[config.mk]
export PLATFORM = sky130hd
export DESIGN_NAME = tc_product_round_sat_flat
export DESIGN_NICKNAME = d
export VERILOG_FILES = /design/src/rtl/tc_product_round_sat_if.sv /design/src/rtl/tc_product_round_sat.sv /design/src/flat_wrapper.sv
export SDC_FILE = /design/constraint.sdc
export NUM_CORES = 1
export LEC_CHECK = 0
export BUFFER_PORTS_ARGS = -buffer_cell sky130_fd_sc_hd__buf_2
export CORE_MARGIN = 4
export CORE_UTILIZATION = 46
export CTS_BUF_LIST = sky130_fd_sc_hd__clkbuf_4 sky130_fd_sc_hd__clkbuf_8 sky130_fd_sc_hd__clkbuf_16
export DETAILED_ROUTE_END_ITERATION = 8
export HOLD_SLACK_MARGIN = 0.1
export PLACE_DENSITY = 0.73
export SYNTH_ARGS = -nofsm -noshare
export SYNTH_HDL_FRONTEND = slang
export SYNTH_SLANG_ARGS = --single-unit
[constraint.sdc]
create_clock -name ap_clk -period 1.5 [get_ports ap_clk]
set_input_delay 0.15 -clock ap_clk [delete_from_list [all_inputs] [get_ports ap_clk]]
set_output_delay 0.15 -clock ap_clk [all_outputs]
set_load 0.02 [all_outputs]
[src/rtl/tc_product_round_sat_if.sv]
`default_nettype none
// ============================================================================
// Module   : tc_product_round_sat_if
// Brief    : Handshake and monitor bundle for the product shift/saturate stage.
// Revision : 1.0 - initial release
// ============================================================================
interface tc_product_round_sat_if #(
    parameter int IN_W  = 33,
    parameter int OUT_W = 14,
    parameter int CNT_W = 16
);
    logic                    in_valid;
    logic                    in_ready;
    logic signed [IN_W-1:0]  in_prod;
    logic                    out_valid;
    logic                    out_ready;
    logic signed [OUT_W-1:0] out_data;
    logic                    out_ovf;
    logic                    clr_count;
    logic [CNT_W-1:0]        ovf_count;

    modport master (
        output in_valid, in_prod, out_ready, clr_count,
        input  in_ready, out_valid, out_data, out_ovf, ovf_count
    );

    modport slave (
        input  in_valid, in_prod, out_ready, clr_count,
        output in_ready, out_valid, out_data, out_ovf, ovf_count
    );
endinterface
`default_nettype wire

[src/rtl/tc_product_round_sat.sv]
`default_nettype none
// ============================================================================
// Module   : tc_product_round_sat
// Brief    : Shifts a signed multiplier product right, saturates it to OUT_W
//            through a 2-stage elastic pipeline and counts overflows.
//            TC_PRODUCT_ROUND_NEAREST_EN selects round-half-up instead of floor.
// Revision : 1.0 - initial release
// ============================================================================
module tc_product_round_sat #(
    parameter int IN_W  = 33,
    parameter int SHIFT = 14,
    parameter int OUT_W = 14,
    parameter int CNT_W = 16
) (
    input logic                   ap_clk,
    input logic                   ap_rst,
    tc_product_round_sat_if.slave bus
);

`ifdef TC_PRODUCT_ROUND_NEAREST_EN
    // One extra bit keeps the biased sum from wrapping at the top of the range.
    localparam int SH_W = IN_W - SHIFT + 1;
`else
    localparam int SH_W = IN_W - SHIFT;
`endif

    localparam logic signed [SH_W-1:0] SAT_MAX =
        {{(SH_W-OUT_W+1){1'b0}}, {(OUT_W-1){1'b1}}};
    localparam logic signed [SH_W-1:0] SAT_MIN =
        {{(SH_W-OUT_W+1){1'b1}}, {(OUT_W-1){1'b0}}};
    localparam logic [CNT_W-1:0]       CNT_MAX = {CNT_W{1'b1}};

    logic                   s1_valid;
    logic                   s2_valid;
    logic                   s1_adv;
    logic                   s2_adv;
    logic                   in_fire;
    logic                   out_fire;
    logic signed [SH_W-1:0] sh_next;
    logic signed [SH_W-1:0] s1_sh;
    logic [OUT_W-1:0]       sat_data;
    logic                   sat_ovf;
    logic [OUT_W-1:0]       s2_data;
    logic                   s2_ovf;
    logic [CNT_W-1:0]       ovf_cnt;

`ifdef TC_PRODUCT_ROUND_NEAREST_EN
    logic signed [IN_W:0]   biased;

    generate
        if (SHIFT == 0) begin : g_no_bias
            assign biased = {bus.in_prod[IN_W-1], bus.in_prod};
        end else begin : g_bias
            localparam logic [IN_W:0] BIAS = (IN_W+1)'(1) << (SHIFT-1);
            logic [SHIFT-1:0] unused_frac_bits;

            assign biased           = {bus.in_prod[IN_W-1], bus.in_prod} + BIAS;
            assign unused_frac_bits = biased[SHIFT-1:0];
        end
    endgenerate

    assign sh_next = biased[IN_W:SHIFT];
`else
    generate
        if (SHIFT > 0) begin : g_drop_lsbs
            logic [SHIFT-1:0] unused_frac_bits;
            assign unused_frac_bits = bus.in_prod[SHIFT-1:0];
        end
    endgenerate

    // Slicing off the low bits is the arithmetic shift; the sign bit is kept.
    assign sh_next = bus.in_prod[IN_W-1:SHIFT];
`endif

    assign s2_adv       = !s2_valid || bus.out_ready;
    assign s1_adv       = s1_valid && s2_adv;
    assign bus.in_ready = !s1_valid || s2_adv;
    assign in_fire      = bus.in_valid && bus.in_ready;
    assign out_fire     = s2_valid && bus.out_ready;

    always_comb begin
        sat_data = s1_sh[OUT_W-1:0];
        sat_ovf  = 1'b0;
        if (s1_sh > SAT_MAX) begin
            sat_data = SAT_MAX[OUT_W-1:0];
            sat_ovf  = 1'b1;
        end else if (s1_sh < SAT_MIN) begin
            sat_data = SAT_MIN[OUT_W-1:0];
            sat_ovf  = 1'b1;
        end
    end

    always_ff @(posedge ap_clk or posedge ap_rst) begin
        if (ap_rst) begin
            s1_valid <= 1'b0;
            s1_sh    <= '0;
        end else if (in_fire) begin
            s1_valid <= 1'b1;
            s1_sh    <= sh_next;
        end else if (s1_adv) begin
            s1_valid <= 1'b0;
        end
    end

    always_ff @(posedge ap_clk or posedge ap_rst) begin
        if (ap_rst) begin
            s2_valid <= 1'b0;
            s2_data  <= '0;
            s2_ovf   <= 1'b0;
        end else if (s2_adv) begin
            s2_valid <= s1_valid;
            if (s1_valid) begin
                s2_data <= sat_data;
                s2_ovf  <= sat_ovf;
            end
        end
    end

    always_ff @(posedge ap_clk or posedge ap_rst) begin
        if (ap_rst) begin
            ovf_cnt <= '0;
        end else if (bus.clr_count) begin
            ovf_cnt <= '0;
        end else if (out_fire && s2_ovf && (ovf_cnt != CNT_MAX)) begin
            ovf_cnt <= ovf_cnt + 1'b1;
        end
    end

    assign bus.out_valid = s2_valid;
    assign bus.out_data  = s2_data;
    assign bus.out_ovf   = s2_ovf;
    assign bus.ovf_count = ovf_cnt;

endmodule
`default_nettype wire

[src/flat_wrapper.sv]
// flat-port wrapper written by rule: the top's interface ports become plain ports
module tc_product_round_sat_flat 
#(
    parameter int IN_W  = 33,
    parameter int SHIFT = 14,
    parameter int OUT_W = 14,
    parameter int CNT_W = 16
)
  (ap_clk, ap_rst, bus_in_valid, bus_in_prod, bus_out_ready, bus_clr_count, bus_in_ready, bus_out_valid, bus_out_data, bus_out_ovf, bus_ovf_count);
  tc_product_round_sat_if #(.IN_W(IN_W), .OUT_W(OUT_W), .CNT_W(CNT_W)) bus_i ();
  input logic ap_clk;
  input logic ap_rst;
  input wire logic [$bits(bus_i.in_valid)-1:0] bus_in_valid;
  input wire logic [$bits(bus_i.in_prod)-1:0] bus_in_prod;
  input wire logic [$bits(bus_i.out_ready)-1:0] bus_out_ready;
  input wire logic [$bits(bus_i.clr_count)-1:0] bus_clr_count;
  output wire logic [$bits(bus_i.in_ready)-1:0] bus_in_ready;
  output wire logic [$bits(bus_i.out_valid)-1:0] bus_out_valid;
  output wire logic [$bits(bus_i.out_data)-1:0] bus_out_data;
  output wire logic [$bits(bus_i.out_ovf)-1:0] bus_out_ovf;
  output wire logic [$bits(bus_i.ovf_count)-1:0] bus_ovf_count;
  assign bus_i.in_valid = bus_in_valid;
  assign bus_i.in_prod = bus_in_prod;
  assign bus_i.out_ready = bus_out_ready;
  assign bus_i.clr_count = bus_clr_count;
  assign bus_in_ready = bus_i.in_ready;
  assign bus_out_valid = bus_i.out_valid;
  assign bus_out_data = bus_i.out_data;
  assign bus_out_ovf = bus_i.out_ovf;
  assign bus_ovf_count = bus_i.ovf_count;
  tc_product_round_sat #(.IN_W(IN_W), .SHIFT(SHIFT), .OUT_W(OUT_W), .CNT_W(CNT_W)) u_core (.ap_clk(ap_clk), .ap_rst(ap_rst), .bus(bus_i));
endmodule
Word-level counts from Yosys, hierarchy flattened

Cells that the tools add are included.

Multiplexer cells: 8
Eq/ne operators: 1
Add/subtract/negate cells: 1
Reductions and logical operators: 12
Order comparisons: 2

Operator list:

| kind                                                          | number |
|---|---|
| two-way mux 16 bit                                            | 2 |
| two-way mux 14 bit                                            | 2 |
| > comparator 19 x 14 -> 1 bit (second input constant)         | 1 |
| less-than comparator 19 x 14 -> 1 bit (second input constant) | 1 |
| adder 16 x 1 -> 16 bit (second input constant)                | 1 |
| != test 16 bit (second input constant)                        | 1 |
| logical AND 1 bit                                             | 5 |
| two-way mux 1 bit                                             | 4 |
| nonzero test 2 bit                                            | 2 |
| logical NOT 1 bit                                             | 2 |
| logical OR 1 bit                                              | 2 |
| AND reduction 2 bit                                           | 1 |

Output and inout bits: 33
Word-level logic and storage cells: 30
Flip-flop bits (word level): 52
Input bits: 38

Depth between registers and ports, before layout

Gate-level depths: netlist of run 1.

Depth after elaboration: 5
Gate-level depth with buffers: 6
Depth with buffers taken out: 5

Least setup slack after synthesis of run 1

No wires, ideal clock.

Kind: register to register
From: register u_core.s2_valid, in the netlist u_core.bus.out_valid
To: register u_core.s1_sh[10]
Data required time: 1375 ps
Slack: -319 ps
Period minus slack after synthesis: 1819 ps
Path buffers: 1
Setup time: 125 ps
Stages on the path, launching flop included: 5
Data arrival time: 1694 ps
Path through: dfrtp_1 > nand3b_1 > nand2_1 > buf_2 > mux2_2

Word-level cells in the longest chain between the ends: 4

RTL lines:

| what                   | line                        | source |
|---|---|---|
| start, declared        | tc_product_round_sat.sv:34  | `logic s2_valid;` |
| start signal, assigned | tc_product_round_sat.sv:111 | `s2_valid <= s1_valid;` |
| logical NOT 1 bit      | tc_product_round_sat.sv:75  | `assign s2_adv = !s2_valid \|\| bus.out_ready;` |
| logical OR 1 bit       | tc_product_round_sat.sv:75  |  |
| logical OR 1 bit       | tc_product_round_sat.sv:77  | `assign bus.in_ready = !s1_valid \|\| s2_adv;` |
| via bus_in_ready       | flat_wrapper.sv:17          | `output wire logic [$bits(bus_i.in_ready)-1:0] bus_in_ready;` |
| logical AND 1 bit      | tc_product_round_sat.sv:78  | `assign in_fire = bus.in_valid && bus.in_ready;` |
| end signal, assigned   | tc_product_round_sat.sv:99  | `s1_sh <= sh_next;` |
| end, declared          | tc_product_round_sat.sv:40  | `logic signed [SH_W-1:0] s1_sh;` |

The timed path passes the listed nets, and every way through them passes these cells.
A chain may end at the register's enable or synchronous reset.

Worst setup path after layout of run 1

From: register u_core.ovf_cnt[0], in the netlist u_core.bus.ovf_count[0]
To: register u_core.ovf_cnt[6], in the netlist u_core.bus.ovf_count[6]

Word-level cells in the longest chain between the ends: 3
Elaborated cells between the ends (all ways): 6
Classes of those cells: add/sub: 1; eq/ne: 1; mux: 2; reduce/logical: 2

RTL lines:

| what                                                     | line                                                     | source |
|---|---|---|
| start, declared                                          | tc_product_round_sat.sv:45                               | `logic [CNT_W-1:0] ovf_cnt;` |
| start signal, assigned                                   | tc_product_round_sat.sv:125                              | `ovf_cnt <= ovf_cnt + 1'b1;` |
| adder 16 x 1 -> 16 bit or != test 16 bit (tied branches) | tc_product_round_sat.sv:125, tc_product_round_sat.sv:124 |  |
| two-way mux 16 bit or logical AND 1 bit (tied branches)  | tc_product_round_sat.sv:124                              | `end else if (out_fire && s2_ovf && (ovf_cnt != CNT_MAX)) begin` |
| two-way mux 16 bit or nonzero test 2 bit (tied branches) | --                                                       |  |

Several ways; a longest one is shown, not always the timed one. The select of a mux whose other input is x is not followed.

==> results.md, run 1 <==
* I/O pins at 71
* Pre-antenna DRT Iters at 4
* Cell Rows at 26
* IO buf count at 56
* Predominant post-synthesis flop cell: dfrtp_1
* Arrival time worst endpoint at 1800 ps
* Slew HR at 0.6994
* Hold Slack at 156.6 ps
* Htree depth at 2
* Failing checks: negative setup slack
* FFs w/ async S/R, synth at 1.000
* Total number of vias at 2189
* Fill count at 363
* Clk Latency, worst-skew pair at 320 ps
* Fin util at 0.7315
* Die X-Extent at 80.40 um
* Cell Area, Synth at 2411 um2
* Number of synthesized flops with an enable pin at 0
* Root Buffer: clkbuf_8
* Initial DRC Count at 68
* Crit. End Element: register
* Layout cells sized above 1 at 0.5337
* Worst Path Required at 1730 ps
* Reg clk slew, reported paths at 100 ps
* Clk buf depth at 2
* Routability congestion estimate from global placement at 0.8117
* RSZ-0062 raised after global routing: true
* Initial antenna violation count at 0
* P_leak at 0.001689 uW
* Vias per cell at 5.326
* First-pass GRT wire length at 9.749 mm
* Final period utilization at 1.040
* Nets@finish at 379
* Mapped Nets at 262
* Sequential cell area fraction in the yosys report at 0.5397
* Final setup vio count at 9
* Max Fclk at 640.8 MHz
* CP Max Fanout at 9
* Pwr dens at 951.3 nW/um2
* Maxcap violations at 0
* CTS tree: done
* Die area at 6463 um2
* Area Overhead vs Synth at 54.96%
* CTS Sinks at 52
* Most frequent cells in the layout: buf_2, dfrtp_1, buf_4
* Crit path kind: register to register
* #FFs+latches synth at 52
* Endpoints failing hold at 0
* Die height at 80.40 um
* Initial Utilization at 0.4721
* Remaining DRCs at 0
* Clk_skew at 10.02 ps
* Run status: finished, violations left
* Vias in the first global route at 2056
* DPL Wire Length at 3.959 mm
* Overall routing resource usage at 0.1944
* Count of different cell masters after synthesis at 35
* Total grt overflow at 0
* Wire per inst at 14.99 um
* Total Wirelength at 6.161 mm
* Critical path launch point type: register
* Fin crit period at 1561 ps
* Final-report max-slew violation count at 0
* Core area at 5107 um2
* Final WS setup at -60.63 ps
* Post-Syn Area per Cell at 10.81 um2
* Place WS at -93.70 ps
* Slew @ Worst Pin at 450.9 ps
* Most common cell after layout, fill and taps aside: buf_2
* Largest net degree at the start of global routing at 36
* Synth warn at 0
* CTS Buf Count at 5
* Worst vdd ir at 765.4 uV
* Antenna cell count at 0
* Mapped Cells at 223
* Routed Antenna Nets at 0
* Worst min-delay path category: input pin to register
[critical path: stages (launching register included)]
cell and delay [ps]:
dfrtp_2 420, ha_4 160, and3_4 240, nand2_8 100, or4_1 410, a21oi_1 150
[cell type report]
type                    count  area (um2)  share of cell area
multi-input cells         160        1349              0.3610
flip-flops and latches     52        1320              0.3533
repair buffers            118       849.6              0.2274
well taps                  70       87.58             0.02344
clock buffers               5       68.82             0.01842
clock inverters             3       50.05             0.01340
inverters                   3       11.26            0.003014
[state kept, by name (all words and copies together) (netlist names)]
register / cells
u_core.bus.out_data: 14
u_core.bus.out_ovf: 1
u_core.bus.out_valid: 1
u_core.bus.ovf_count: 16
u_core.s1_sh: 19
u_core.s1_valid: 1
[power by group]
part / switching (uW) / total (uW) / internal (uW)
clock network: 515 / 1030 / 515
logic: 440 / 819 / 379
registers: 118 / 1700 / 1590
total: 1070 / 3550 / 2480
[per-stage QoR]
step | instances | total power [uW] | cell area [um2] | setup TNS, ps
after floorplan | 223 | 2173 | 2560 | -762.8
after global placement | 371 | 2416 | 3124 | -221.9
after detailed placement | 371 | 2446 | 3124 | -957.8
after CTS | 401 | 3524 | 3542 | -207.6
after global routing | 411 | 3735 | 3736 | -900.8
final | 411 | 3554 | 3736 | -223.1
[cells in the mapped netlist, types with 3 or more instances]
library cell / n / area share
nor3_1: 4 / 0.0083
nand2b_1: 3 / 0.0078
nand4_1: 3 / 0.0078
nand3_1: 8 / 0.017
nand2_1: 24 / 0.037
dfrtp_1: 52 / 0.54
nor2_1: 9 / 0.014
or4_1: 4 / 0.012
nor2b_1: 9 / 0.023
a21oi_1: 12 / 0.025
o31ai_1: 4 / 0.012
o21ai_0: 29 / 0.060
mux2_2: 28 / 0.13
inv_1: 3 / 0.0047
clkbuf_1: 7 / 0.011
[cell families after synthesis]
group | share of synthesized area
and+or+nand+nor | 0.1889
DFF | 0.5397
AOI/OAI and AO/OA | 0.1116
muxes | 0.1349
buffers and inverters | 0.01972
adders and majority gates | 0.005189
[what timing repair did]
| action | in CTS | in global routing |
|---|---|---|
| endpoints found under the setup margin | 28 | 17 |
| hold endpoints to repair | 37 | 0 |
| pin swaps | 9 | 13 |
| cloned | 0 | 1 |
| hold buffers | 21 | 0 |
| gates resized for setup | 15 | 22 |
| setup buffers | 1 | 9 |
[routing by layer]
metal | vias to the layer above | track usage | wire, um
met4 | 0 | 0.05743 | 93
met2 | 51 | 0.3419 | 3145
li1 | 1042 | - | -
met3 | 10 | 0.03924 | 250
met5 | - | 0 | 0
met1 | 1086 | 0.2396 | 2672
[path summary, 6_finish.rpt]
kind	from	to	slack [ps]	depth (start not counted)
max	u_core.bus.ovf_count[0]$_DFFE_PP0P_	u_core.bus.ovf_count[6]$_DFFE_PP0P_	-60	5
max in group asynchronous	ap_rst	u_core.bus.ovf_count[9]$_DFFE_PP0P_	580	4
min reg2reg	u_core.bus.out_data[0]$_DFFE_PP0P_	u_core.bus.out_data[0]$_DFFE_PP0P_	500	2
min in group asynchronous	ap_rst	u_core.bus.ovf_count[0]$_DFFE_PP0P_	380	3
min	bus_out_ready	u_core.bus.out_valid$_DFFE_PP0P_	160	3
max reg2reg	u_core.bus.ovf_count[0]$_DFFE_PP0P_	u_core.bus.ovf_count[6]$_DFFE_PP0P_	-60	5
(Power assumes the default switching activity.)
==> inputs of run 2 (changes only) <==
ABC_CLOCK_PERIOD_IN_PS = 1500   (was not set)
BUFFER_PORTS_ARGS = -buffer_cell sky130_fd_sc_hd__clkbuf_2   (was -buffer_cell sky130_fd_sc_hd__buf_2)
==> run 2 against run 1 <==
Against the previous run:
- the run still ends with negative setup slack left
- worst setup slack worse by 25 ps
- clock skew down 2.7 ps
- clock power grew 8%
- hold slack improved by 16 ps
- utilization rose by 0.69 points
- sequential share of layout area shrank 0.33 points
- design area is 0.94% higher
- highest routed layer unchanged
==> results.md, run 2 (synthesized netlist as in run 1, its figures left out) <==
* CTS Sinks at 52 (unchanged)
* Place WS at -111.9 ps (-18.16 ps)
* Hold Path Origin: bus_out_ready
* Die X-Extent at 80.40 um (unchanged)
* Sum Neg Setup Slack at -489.2 ps (-266.2 ps)
* Run status: finished, violations left
* Net Sw Frac at 0.2785 (-0.02339)
* Antenna cell count at 0 (unchanged)
* Final-report max-slew violation count at 0 (unchanged)
* CTS Buf Count at 5 (unchanged)
* Slew HR at 0.6398 (-0.05958)
* Largest register FFs at 19 (unchanged)
* Remaining DRCs at 0 (unchanged)
* Clk_skew at 7.315 ps (-2.703 ps)
* Layout cells sized above 1 at 0.5436 (+0.009880)
* Crit. End Element: register
* Total Wirelength at 6.350 mm (+3.1%)
* Top reg by flops: u_core.s1_sh
* Maxcap violations at 0 (unchanged)
* Pwr dens at 954.8 nW/um2 (+0.37%)
* Clk Latency, worst-skew pair at 300 ps (-20 ps)
* Initial DRC Count at 61 (-10%)
* Worst R2R Start: u_core.bus.ovf_count[1]$_DFFE_PP0P_
* Fill count at 359 (-1.1%)
* Failing checks: negative setup slack
* Vias per cell at 5.244 (-1.5%)
* IO buf count at 56 (unchanged)
* Die height at 80.40 um (unchanged)
* Final period utilization at 1.057 (+0.01672)
* Nets@finish at 383 (+1.1%)
* DPL Wire Length at 3.929 mm (-0.77%)
* Largest net degree at the start of global routing at 37 (+2.8%)
* Final WS setup at -85.71 ps (-25.08 ps)
* Max Fclk at 630.6 MHz (-1.6%)
* Initial Utilization at 0.4721 (unchanged)
* Cell Rows at 26 (unchanged)
* NetSw at 1003 uW (-6.5%)
* Most frequent cells in the layout: clkbuf_2, buf_4, dfrtp_1
* CP Max Fanout at 9 (unchanged)
* Slew @ Worst Pin at 540.3 ps (+89.37 ps)
* Die area at 6463 um2 (unchanged)
* Pre-antenna DRT Iters at 5 (+1)
* Worst vdd ir at 663.9 uV (-13%)
* Worst min-delay path category: input pin to register
* Overall power at 3601 uW (+1.3%)
* Final setup vio count at 12 (+3)
* Clk buf depth at 2 (unchanged)
* First-pass GRT wire length at 9.998 mm (+2.6%)
* Combinational power share at 0.220 (-0.010)
* Htree depth at 2 (unchanged)
* Routed Antenna Nets at 0 (unchanged)
* Critical path launch point type: register
* Routability congestion estimate from global placement at 0.7867 (-3.1%)
* Root Buffer: clkbuf_8
* Endpoints failing hold at 0 (unchanged)
* Most common cell after layout, fill and taps aside: clkbuf_2
* Cell Int Power at 2598 uW (+4.7%)
* CTS tree: done
* Overall routing resource usage at 0.1957 (+0.001234)
* Core area at 5107 um2 (unchanged)
* Reg clk slew, reported paths at 90 ps (about the same)
* Wire per inst at 15.34 um (+2.3%)
* Total number of vias at 2171 (-0.82%)
* P_leak at 0.001708 uW (+1.1%)
* Worst Path Required at 1660 ps (-70 ps)
* Initial antenna violation count at 0 (unchanged)
* Crit path launch: u_core.bus.ovf_count[1]$_DFFE_PP0P_
* RSZ-0062 raised after global routing: true
* Total grt overflow at 0 (unchanged)
* Area Overhead vs Synth at 56.41%
* Arrival time worst endpoint at 1750 ps (-50 ps)
* I/O pins at 71 (unchanged)
* Fin crit period at 1586 ps (+25.08 ps)
* Vias in the first global route at 2168 (+5.4%)
* Crit path kind: register to register
* Clock power share at 0.308 (+0.018)
* Share of power burned in registers at 0.472 (-0.008)
run 2: critical path, cell delays in order (launching register included):
cell      delay [ps]
dfrtp_2          420
ha_4             170
and3_4           250
nand2_8           90
buf_4            150
o311ai_2         250
o41ai_2          120
run 2: cell type report:
cell class	count	area, um2	share of cell area
clock buffers	5	68.82	0.01825
clock inverters	2	60.06	0.01593
inverters	3	11.26	0.002986
multi-input cells	160	1371	0.3636
flip-flops and latches	52	1320	0.3500
well taps	70	87.58	0.02322
repair buffers	122	852.1	0.2259
run 2: through the flow:
stage	utilization	cells	instance area [um2]	hold WS [ps]
3_5_place_dp	0.6102	370	3117	151.9
5_1_grt	0.7384	414	3771	195.8
4_1_cts	0.7048	404	3600	103.1
2_1_floorplan	-	223	2560	258.4
3_3_place_gp	0.6102	370	3117	152.7
6_report	0.7384	414	3771	172.8
run 2: what timing repair did:
item	CTS	global route
hold buffers	20	1
pin swaps	7	11
gates resized for setup	22	17
gates cloned	0	1
endpoints found under the setup margin	28	26
endpoints found under the hold margin	35	1
setup buffers	7	8
run 2: layer usage:
metal | vias up | global-route usage | wire length, um
met3 | 7 | 0.03700 | 358
met1 | 1050 | 0.2421 | 2628
li1 | 1053 | - | -
met2 | 61 | 0.3560 | 3319
met5 | - | 0 | 0
met4 | 0 | 0.03547 | 43
run 2: power groups by stage:
stage               clock (uW)  sequential (uW)  combinational, uW
finish                    1110             1700                793
global route              1190             1720                875
CTS                       1120             1700                779
detailed placement           0             1730                719
global placement             0             1720                700
floorplan                    0             1840                331
run 2: final timing paths:
path                                                  endpoint  depth (start not counted)  slack, ps
max                        u_core.bus.ovf_count[8]$_DFFE_PP0P_                          6        -90
min                           u_core.bus.out_valid$_DFFE_PP0P_                          3        170
max reg2reg                u_core.bus.ovf_count[8]$_DFFE_PP0P_                          6        -90
min reg2reg                 u_core.bus.out_data[4]$_DFFE_PP0P_                          2        490
max in group asynchronous  u_core.bus.ovf_count[9]$_DFFE_PP0P_                          4        580
min in group asynchronous  u_core.bus.ovf_count[2]$_DFFE_PP0P_                          3        370
